$ cat src/rtl/imm_instr_encoder.sv
// RV32I instruction encoder: packs opcode, register fields and an immediate into one
// instruction word, range-checks the immediate, and queues results in a small output FIFO.
module imm_instr_encoder #(
    parameter int unsigned DEPTH = 2,
    parameter int unsigned CNT_W = 8
) (
    input  logic             i_clk,
    input  logic             i_rst_n,
    input  logic             i_Valid,
    output logic             o_Ready,
    input  logic [6:0]       iv_Opcode,
    input  logic [4:0]       iv_Rd,
    input  logic [4:0]       iv_Rs1,
    input  logic [4:0]       iv_Rs2,
    input  logic [2:0]       iv_Funct3,
    input  logic [6:0]       iv_Funct7,
    input  logic [31:0]      iv_Imm,
    output logic             o_Valid,
    input  logic             i_Ready,
    output logic [31:0]      ov_Data,
    output logic             o_Err,
    output logic [CNT_W-1:0] ov_ErrCnt
);

    localparam logic [6:0] Type_U     = 7'b011_0111;
    localparam logic [6:0] Type_AUIPC = 7'b001_0111;
    localparam logic [6:0] Type_J     = 7'b110_1111;
    localparam logic [6:0] Type_B     = 7'b110_0011;
    localparam logic [6:0] Type_Ijalr = 7'b110_0111;
    localparam logic [6:0] Type_I_l   = 7'b000_0011;
    localparam logic [6:0] Type_S     = 7'b010_0011;
    localparam logic [6:0] Type_I     = 7'b001_0011;
    localparam logic [6:0] Type_R     = 7'b011_0011;

    localparam int unsigned PtrW   = $clog2(DEPTH);
    localparam int unsigned CountW = PtrW + 1;

    logic        imm_ok12, imm_ok13, imm_ok21;
    logic        enc_err;
    logic [31:0] enc_data;

    // Sign-extension test: every bit above the field's sign bit must equal it.
    assign imm_ok12 = (&iv_Imm[31:11]) | ~(|iv_Imm[31:11]);
    assign imm_ok13 = (&iv_Imm[31:12]) | ~(|iv_Imm[31:12]);
    assign imm_ok21 = (&iv_Imm[31:20]) | ~(|iv_Imm[31:20]);

    always_comb begin
        enc_data = '0;
        enc_err  = 1'b0;
        case (iv_Opcode)
            Type_I, Type_I_l, Type_Ijalr: begin
                enc_err  = !imm_ok12;
                enc_data = {iv_Imm[11:0], iv_Rs1, iv_Funct3, iv_Rd, iv_Opcode};
            end
            Type_S: begin
                enc_err  = !imm_ok12;
                enc_data = {iv_Imm[11:5], iv_Rs2, iv_Rs1, iv_Funct3, iv_Imm[4:0], iv_Opcode};
            end
            Type_B: begin
                enc_err  = !imm_ok13 || iv_Imm[0];
                enc_data = {iv_Imm[12], iv_Imm[10:5], iv_Rs2, iv_Rs1, iv_Funct3,
                            iv_Imm[4:1], iv_Imm[11], iv_Opcode};
            end
            Type_U, Type_AUIPC: begin
                enc_err  = |iv_Imm[11:0];
                enc_data = {iv_Imm[31:12], iv_Rd, iv_Opcode};
            end
            Type_J: begin
                enc_err  = !imm_ok21 || iv_Imm[0];
                enc_data = {iv_Imm[20], iv_Imm[10:1], iv_Imm[11], iv_Imm[19:12], iv_Rd, iv_Opcode};
            end
            Type_R: begin
                enc_data = {iv_Funct7, iv_Rs2, iv_Rs1, iv_Funct3, iv_Rd, iv_Opcode};
            end
            default: enc_err = 1'b1;
        endcase
        if (enc_err) enc_data = '0;
    end

    logic [32:0]       mem_q [DEPTH];
    logic [PtrW-1:0]   wr_ptr_q, rd_ptr_q;
    logic [CountW-1:0] count_q;
    logic [32:0]       hold_q;
    logic [32:0]       head;
    logic [CNT_W-1:0]  err_cnt_q;
    logic              push, pop;

    assign o_Ready   = (count_q != CountW'(DEPTH));
    assign o_Valid   = (count_q != '0);
    assign push      = i_Valid && o_Ready;
    assign pop       = o_Valid && i_Ready;
    assign head      = mem_q[rd_ptr_q];
    // When empty, the last shown head word stays on the outputs.
    assign {o_Err, ov_Data} = o_Valid ? head : hold_q;
    assign ov_ErrCnt = err_cnt_q;

    always_ff @(posedge i_clk) begin
        if (push) mem_q[wr_ptr_q] <= {enc_err, enc_data};
    end

    always_ff @(posedge i_clk or negedge i_rst_n) begin
        if (!i_rst_n) begin
            wr_ptr_q  <= '0;
            rd_ptr_q  <= '0;
            count_q   <= '0;
            hold_q    <= '0;
            err_cnt_q <= '0;
        end else begin
            if (push) wr_ptr_q <= wr_ptr_q + PtrW'(1);
            if (pop)  rd_ptr_q <= rd_ptr_q + PtrW'(1);
            case ({push, pop})
                2'b10:   count_q <= count_q + CountW'(1);
                2'b01:   count_q <= count_q - CountW'(1);
                default: count_q <= count_q;
            endcase
            if (o_Valid) hold_q <= head;
            if (push && enc_err && (err_cnt_q != '1)) err_cnt_q <= err_cnt_q + CNT_W'(1);
        end
    end

endmodule

$ cat config.mk
export PLATFORM = sky130hd
export DESIGN_NAME = imm_instr_encoder
export DESIGN_NICKNAME = d
export VERILOG_FILES = /design/src/rtl/imm_instr_encoder.sv
export SDC_FILE = /design/constraint.sdc
export NUM_CORES = 1
export LEC_CHECK = 0
export CORE_MARGIN = 4
export CORE_UTILIZATION = 50
export CTS_CLUSTER_DIAMETER = 50
export DETAILED_ROUTE_END_ITERATION = 12
export PLACE_DENSITY = 0.88
export SKIP_CTS_REPAIR_TIMING = 1
export SYNTH_ARGS = -nofsm -noshare
export SYNTH_HDL_FRONTEND = slang
export SYNTH_SLANG_ARGS = --single-unit
$ cat constraint.sdc
create_clock -name i_clk -period 4.1 [get_ports i_clk]
set_clock_uncertainty 0.2 [all_clocks]
set_input_delay 0.82 -clock i_clk [delete_from_list [all_inputs] [get_ports i_clk]]
set_output_delay 0.82 -clock i_clk [all_outputs]
set_load 0.02 [all_outputs]
**Word-level counts from Yosys, hierarchy flattened**

Memories as Yosys holds them, arrays and structs flattened.
Index checks and enable logic that the tools add are counted.

- Bits in registers: 45
- Memories kept: 1
- Input port bits: 68
- Bits in writable memories: 66
- Word-level logic and storage cells: 58
- Output and inout port bits: 43

Memories:

| name | depth | width | read ports | clocked after Yosys merged registers in | wr ports | line | RTL |
|---|---|---|---|---|---|---|---|
| mem_q | 2 | 33 | 1 | 0 | 1 | 80 | `logic [32:0] mem_q [DEPTH];` |

- Add/sub/neg operators: 5
- Bitwise gates (word level): 6
- Eq/ne operators: 13
- Reduce and logical (&&, ||, !) cells: 21
- Multiplexer cells: 7

Operators by type and width:

| cell | count |
|---|---|
| $pmux 32 s6 | 1 |
| $mux 33 | 1 |
| $mux 32 | 1 |
| $reduce_or 12->1 | 2 |
| $eq 7x6->1 const B | 3 |
| $eq 7x7->1 const B | 3 |
| $reduce_and 21->1 | 1 |
| $reduce_or 21->1 | 1 |
| $reduce_and 20->1 | 1 |
| $reduce_or 20->1 | 1 |
| $eq 7x5->1 const B | 2 |
| $reduce_and 12->1 | 1 |
| $add 8x1->8 const B | 1 |
| $ne 8x8->1 const B | 1 |
| $eq 7x2->1 const B | 1 |
| $pmux 1 s5 | 1 |
| $logic_and 1x1->1 | 4 |
| $pmux 2 s2 | 1 |
| $reduce_bool 2->1 | 2 |
| $reduce_or 4->1 | 1 |
| $logic_not 1->1 | 3 |
| $not 1->1 | 3 |
| $or 1x1->1 | 3 |
| $reduce_or 3->1 | 1 |
| other kinds (9) | 12 |

**Logic depth before layout (Yosys ltp)**

Gate-level depths: netlist of the first run.

- Depth in word-level cells: 8
- Depth in mapped cells: 9
- Mapped depth without buffers: 7

**Worst setup path after synthesis of the first run**

No wires, ideal clock.

- Kind: input to register
- From: input i_Valid
- To: memory mem_q[0][0], enable pin
- Setup slack: 968 ps
- Required time: 3477 ps
- Path buffers: 0
- Data arrival time: 2509 ps
- Stages: 3
- Cell sequence: and2_1 -> inv_1 -> nor2_1

- Longest elaborated chain between the ends: 3

RTL lines:

| what | line | RTL |
|---|---|---|
| from (decl) | 9 | `input logic i_Valid,` |
| $logic_and 1x1->1 | 90 | `assign push = i_Valid && o_Ready;` |
| $mux 1 | 98 | `if (push) mem_q[wr_ptr_q] <= {enc_err, enc_data};` |
| $mux 1 (implied by the code) | 98 |  |
| to (decl) | 80 |  |

No other way between the ends.

**Worst setup path after layout of the first run**

- From: register count_q[0]
- To: output ov_Data[20]

- Longest elaborated chain between the ends: 2

RTL lines:

| what | line | RTL |
|---|---|---|
| from (decl) | 82 | `logic [CountW-1:0] count_q;` |
| from (signal assigned) | 112 | `2'b10: count_q <= count_q + CountW'(1);` |
| from (signal assigned) | 113 | `2'b01: count_q <= count_q - CountW'(1);` |
| from (signal assigned) | 114 | `default: count_q <= count_q;` |
| $reduce_bool 2->1 | 89 | `assign o_Valid = (count_q != '0);` |
| $mux 33 | n/a |  |
| to (decl) | 20 | `output logic [31:0] ov_Data,` |

No other way between the ends.

==> results.yml, run 1 <==
synth:
  syn-cell-area_um2: 4940
  synth_mux_area_frac: 0.0738
  synth_nets: 478
  yosys.area_share.adder: 0.00507
  synth-xor-area-share: 0.0195
  ys_seq_area_frac: 0.630
  synth_flop_cell: "edfxtp_1"
  syn_area_per_cell_um2: 12.1
  synth_simple_gate_area_share: 0.133
  synth-compound-area-share: 0.108
  synthArstFlopShare: 0.405
  ys_ff_latch: 111
  synth_cells: 408
  synth_top_family_by_area: "simple AND/OR/NAND/NOR gates"
  ys_warn_count: 0
  synth_edf_count: 66
  ys_types: 45
outcome:
  outcome: "finished clean"
route:
  first_iter_violations: 315
  wirelength_mm: 11.7
  wire_per_inst_um: 18.1
  drc: 0
  ant_nets: 0
  viasPerCell: 5.61
  detail_route.first_pass.iterations: 9
  vias: 3616
place:
  dp_hpwl_mm: 8.67
  portBuffers: 110
  place.gp.congestion: 0.866
  placed_area_um2: 6130
timing:
  setup_viol: 0
  hold_viol_final: 0
  finalSetupTns_ns: 0
  period_share: 0.919
  worst_pin_slew_ns: 1.17
  rsz0062_at_grt: "no"
  max_freq_mhz: 265
  fin_crit_ns: 3.77
  slew_headroom: 0.222
  slew_viol_final: 0
pwr:
  power.density_nw_per_um2: 680
  power_frac_comb: 0.456
  p_seq_frac: 0.404
  power_frac_clock: 0.140
  swShare: 0.373
  p_sw_mw: 1.60
  ir_drop_mv: 0.380
  p_int_mw: 2.69
  totalPowerFinal_mw: 4.29
  leakagePower_nw: 2.30
setup_path:
  endpoint: "ov_Data[20]"
  start_kind: "flop"
  r2r_end: "count_q[1]"
  r2r_setup_slack_ns: 1.64
  slowest_stage: "or2_2"
  path_cells: "or2_2 -> nor2_1 -> a21oi_1 -> clkdlybuf4s50_1"
  cp-startpoint: "count_q[0]"
  rr_worst_depth: 5
  worstSetupEndpointType: "primary output"
  rr_startpoint: "count_q[0]"
  crit_arrival_ns: 2.75
  worstPathMaxFanout: 68
  crit_required_ns: 3.08
  crit_path_max_incr_delay_ns: 0.91
  crit_type: "flop to primary output"
floorplan:
  die_w_um: 107
  ios: 111
  die_area_um2: 11500
  core-area_um2: 9420
  num_rows: 35
  initial_core_util: 0.524
  die-height_um: 107
clock_tree:
  clockBufferDepth: 2
  cts-htree-levels: 3
  worstSkewPairLatency_ns: 0.37
  clkSinkCount: 111
  root_buffer: "clkbuf_8"
  path_clk_slew_ns: 0.11
  cts-buffers-inserted: 9
  cts_tree: "done"
global_route:
  grt_max_degree: 69
  gr-total-overflow: 0
  grt.total_usage: 0.207
  grt_pass1_vias: 3587
  grt_pass1_wl_mm: 18.4
  antenna_found_initial: 0
finish:
  final_nets: 581
  multiInputGateArea_um2: 1690
  regArea_um2: 3110
  fill_cells: 705
  area_growth_pct: 27.8
  design_area_um2: 6310
  drive_above_1_share: 0.0640
  utilization: 0.670
  diodes: 0
hold_path:
  min_path_type: "flop to flop"
run:
  max_cap_violations: 0
==> worst max-delay path: cells and delay by family (launching register included) <==
family,cells,cell delay [ns]
simple gates,2,1.03
buf+inv,1,0.65
flops,1,0.42
compound gates,1,0.26
==> state kept, by name (all words and copies together) (netlist names) <==
| register | cells |
|---|---|
| wr_ptr_q | 1 |
| rd_ptr_q | 1 |
| ov_ErrCnt | 8 |
| count_q | 2 |
| mem_q | 66 |
| hold_q | 33 |
==> layout make-up <==
type,count,area share
sequential,111,0.493
clock buffer,10,0.0202
clock inverter,6,0.00853
timing repair buffer,116,0.183
inverter,3,0.00179
tap,129,0.0256
multi-input combinational,270,0.268
==> kinds of logic after synthesis <==
family	count (synthesis)
adder cells (fa/ha/maj)	2
flip-flops	111
XOR/XNOR	11
AND/OR/NAND/NOR	141
buffers and inverters	27
multiplexers	36
AO/OA/AOI/OAI	80
==> stage by stage <==
| step | setup WS (ns) | std cells | hold slack, ns |
|---|---|---|---|
| 2_1_floorplan | 0.968 | 408 | 0.256 |
| 6_report | 0.332 | 645 | 0.305 |
| 4_1_cts | 0.314 | 645 | 0.303 |
| 3_3_place_gp | 0.434 | 629 | 0.271 |
| 3_5_place_dp | 0.380 | 629 | 0.285 |
| 5_1_grt | 0.0966 | 645 | 0.313 |
==> Yosys cell counts, types with 6 or more instances <==
cell	number	area, um^2
buf_1	6	22.5
nand2_1	11	41.3
a222oi_1	10	100
nor2_1	77	289
nand3_1	9	45.0
nor4_1	8	50.1
mux2i_1	33	330
edfxtp_1	66	1980
a21oi_1	42	210
nand4_1	10	62.6
xnor2_1	8	70.1
dfrtp_1	45	1130
a22oi_1	14	105
clkbuf_1	9	33.8
==> power groups by stage <==
stage / sequential [mW] / clock [mW] / combinational, mW
2_1_floorplan: 1.75 / 0 / 1.09
3_3_place_gp: 1.74 / 0 / 1.93
3_5_place_dp: 1.76 / 0 / 1.97
4_1_cts: 1.74 / 0.616 / 1.98
5_1_grt: 1.77 / 0.655 / 2.10
6_report: 1.73 / 0.601 / 1.96
==> metal layers <==
layer	GRT usage	vias to the layer above	routed length, um
li1	-	1727	-
met1	0.287	1700	4880
met2	0.324	168	5630
met3	0.0366	21	836
met4	0.0875	0	325
met5	0	-	0
==> worst min path at each step <==
stage | from | endpoint | slack, ns | cells after the start
2_1_floorplan | count_q[1] | count_q[1] | 0.26 | 1
3_3_place_gp | count_q[1] | count_q[1] | 0.27 | 1
3_5_place_dp | count_q[1] | count_q[1] | 0.29 | 1
4_1_cts | count_q[1] | count_q[1] | 0.30 | 1
5_1_grt | count_q[1] | count_q[1] | 0.31 | 1
6_report | count_q[1] | count_q[1] | 0.31 | 1
==> cells in the final DEF, fill, tap and decap left out, drive strengths merged, types with 2 or more instances in the layout <==
| cell type | count |
|---|---|
| nand3 | 9 |
| a221oi | 2 |
| a21oi | 43 |
| o21ai | 3 |
| xnor2 | 8 |
| nand4 | 10 |
| nand3b | 2 |
| a222oi | 10 |
| clkdlybuf4s50 | 109 |
| buf | 7 |
| nor3 | 5 |
| dfrtp | 45 |
| clkbuf | 10 |
| nand2 | 11 |
| nor4 | 8 |
| clkinv | 3 |
| mux2 | 3 |
| and3 | 5 |
| nand2b | 3 |
| a22oi | 14 |
| mux2i | 33 |
| inv | 6 |
| and2 | 2 |
| or2 | 3 |
| xor2 | 3 |
| nor2b | 3 |
| nor2 | 77 |
| edfxtp | 66 |
| ha | 2 |
(Power assumes the default switching activity.)
==> run 2: changes to the inputs <==
--- a/config.mk
+++ b/config.mk
@@ -6,10 +6,11 @@
 export NUM_CORES = 1
 export LEC_CHECK = 0
 export CORE_MARGIN = 4
-export CORE_UTILIZATION = 50
+export CORE_UTILIZATION = 52
+export CTS_BUF_LIST = sky130_fd_sc_hd__clkbuf_8
 export CTS_CLUSTER_DIAMETER = 50
 export DETAILED_ROUTE_END_ITERATION = 12
-export PLACE_DENSITY = 0.88
+export PLACE_DENSITY = 0.91
 export SKIP_CTS_REPAIR_TIMING = 1
 export SYNTH_ARGS = -nofsm -noshare
 export SYNTH_HDL_FRONTEND = slang
==> run 2 against run 1 <==
Global-route usage grew 1.4 points. Clock power grew 6.2%. Flip-flop and latch count is the same. Combinational power shrank 3%. Largest power group unchanged. Critical path type unchanged. Via count grew 3.0%.
==> results.yml, run 2 (synthesized netlist as in run 1, its figures left out) <==
timing:
  period_share: 0.941
  slew_viol_final: 0
  max_freq_mhz: 259
  finalSetupTns_ns: 0
  hold_viol_final: 0
  fin_crit_ns: 3.86
  worst_pin_slew_ns: 1.13
  rsz0062_at_grt: "no"
  fin_ws_ns: 0.240
  slew_headroom: 0.244
  setup_viol: 0
route:
  detail_route.first_pass.iterations: 7
  vias: 3725
  first_iter_violations: 347
  wirelength_mm: 12.1
  ant_nets: 0
  wire_per_inst_um: 18.6
  drc: 0
  viasPerCell: 5.73
place:
  place.gp.congestion: 0.892
  portBuffers: 110
  place_inst: 634
  placed_area_um2: 6150
  dp_hpwl_mm: 9.20
  dp_slack_ns: 0.441
finish:
  fin_cells: 650
  regMostFlops: "mem_q"
  multiInputGateArea_um2: 1690
  design_area_um2: 6350
  diodes: 0
  final_nets: 586
  fill_cells: 670
  area_growth_pct: 28.6
  regArea_um2: 3110
  largest_reg_flops: 66
  final_cell_mix: "clkdlybuf4s50_1 (109), nor2_1 (76), edfxtp_1 (66), dfrtp_1 (44), a21oi_1 (42)"
  final_common_cell: "clkdlybuf4s50_1"
  drive_above_1_share: 0.0749
floorplan:
  die_area_um2: 11100
  num_rows: 35
  core-area_um2: 9240
  die-height_um: 105
  die_w_um: 105
  initial_core_util: 0.534
  ios: 111
setup_path:
  worstPathMaxFanout: 68
  crit_path_max_incr_delay_ns: 0.89
  crit_required_ns: 3.08
  crit_arrival_ns: 2.84
  slowest_stage: "or2_2"
  crit_type: "flop to primary output"
  r2r_setup_slack_ns: 1.62
  worstSetupEndpointType: "primary output"
  start_kind: "flop"
  path_cells: "or2_2 -> nor2_1 -> a21oi_1 -> clkdlybuf4s50_1"
global_route:
  antenna_found_initial: 0
  grt.total_usage: 0.221
  grt_pass1_vias: 3781
  gr-total-overflow: 0
  grt_pass1_wl_mm: 19.2
  grt_max_degree: 69
clock_tree:
  path_clk_slew_ns: 0.12
  clockBufferDepth: 2
  cts_tree: "done"
  cts-htree-levels: 3
  worstSkewPairLatency_ns: 0.37
  cts-buffers-inserted: 9
  clkSinkCount: 111
  root_buffer: "clkbuf_8"
hold_path:
  min_path_type: "primary input to asynchronous set/reset pin"
outcome:
  outcome: "finished clean"
pwr:
  power.density_nw_per_um2: 684
  leakagePower_nw: 2.33
  ir_drop_mv: 0.453
run:
  max_cap_violations: 0
-- run 2: cell types whose count changed in the layout (fill, tap and decap cells not counted) --
cell | previous run | this run
buf_12 | 1 | 0
buf_4 | 5 | 11
clkbuf_1 | 1 | 0
clkinv_4 | 2 | 0
clkinv_8 | 0 | 1
inv_6 | 1 | 2
inv_8 | 2 | 3
-- run 2: area by class of cell --
type | instances | area share
inverters | 3 | 0.00177
clock inverters | 7 | 0.0114
clock buffers | 9 | 0.0195
flip-flops and latches | 111 | 0.490
multi-input cells | 270 | 0.266
repair buffers | 121 | 0.186
well taps | 129 | 0.0254
-- run 2: path summary, 6_finish.rpt --
path | startpoint | end | cells past startpoint
min reg2reg | ov_ErrCnt[5] | ov_ErrCnt[5] | 1
min in group i_clk | ov_ErrCnt[5] | ov_ErrCnt[5] | 1
min | i_rst_n | hold_q[7] | 1
max in group asynchronous | i_rst_n | rd_ptr_q | 2
max reg2reg | count_q[0] | count_q[1] | 5
max | count_q[0] | ov_Data[22] | 4
-- run 2: routing by layer --
metal	up-vias	routed length, um	global-route usage
li1	1733	-	-
met1	1831	5160	0.298
met2	147	5940	0.362
met3	14	810	0.0514
met4	0	180	0.0590
met5	-	0	0
-- run 2: worst max-delay path, delay by kind of cell (launching register included) --
kind,cells,cell delay (ns)
and+or+nand+nor,2,1.03
buffers and inverters,1,0.67
AOI/OAI and AO/OA,1,0.30
DFF,1,0.43
-- run 2: report_power, final --
| part | total (mW) | internal, mW | switching, mW |
|---|---|---|---|
| Clock | 0.638 | 0.243 | 0.395 |
| Combinational | 1.91 | 0.867 | 1.04 |
| Sequential | 1.79 | 1.59 | 0.207 |
| Total | 4.34 | 2.70 | 1.64 |
-- run 2: through the flow --
stage	util	power [mW]	hold WS (ns)
after global placement	0.666	3.66	0.270
after detailed placement	0.666	3.74	0.293
final	0.687	4.34	0.113
after global routing	0.687	4.58	0.117
after CTS	0.687	4.38	0.110
after floorplan	-	2.84	0.256
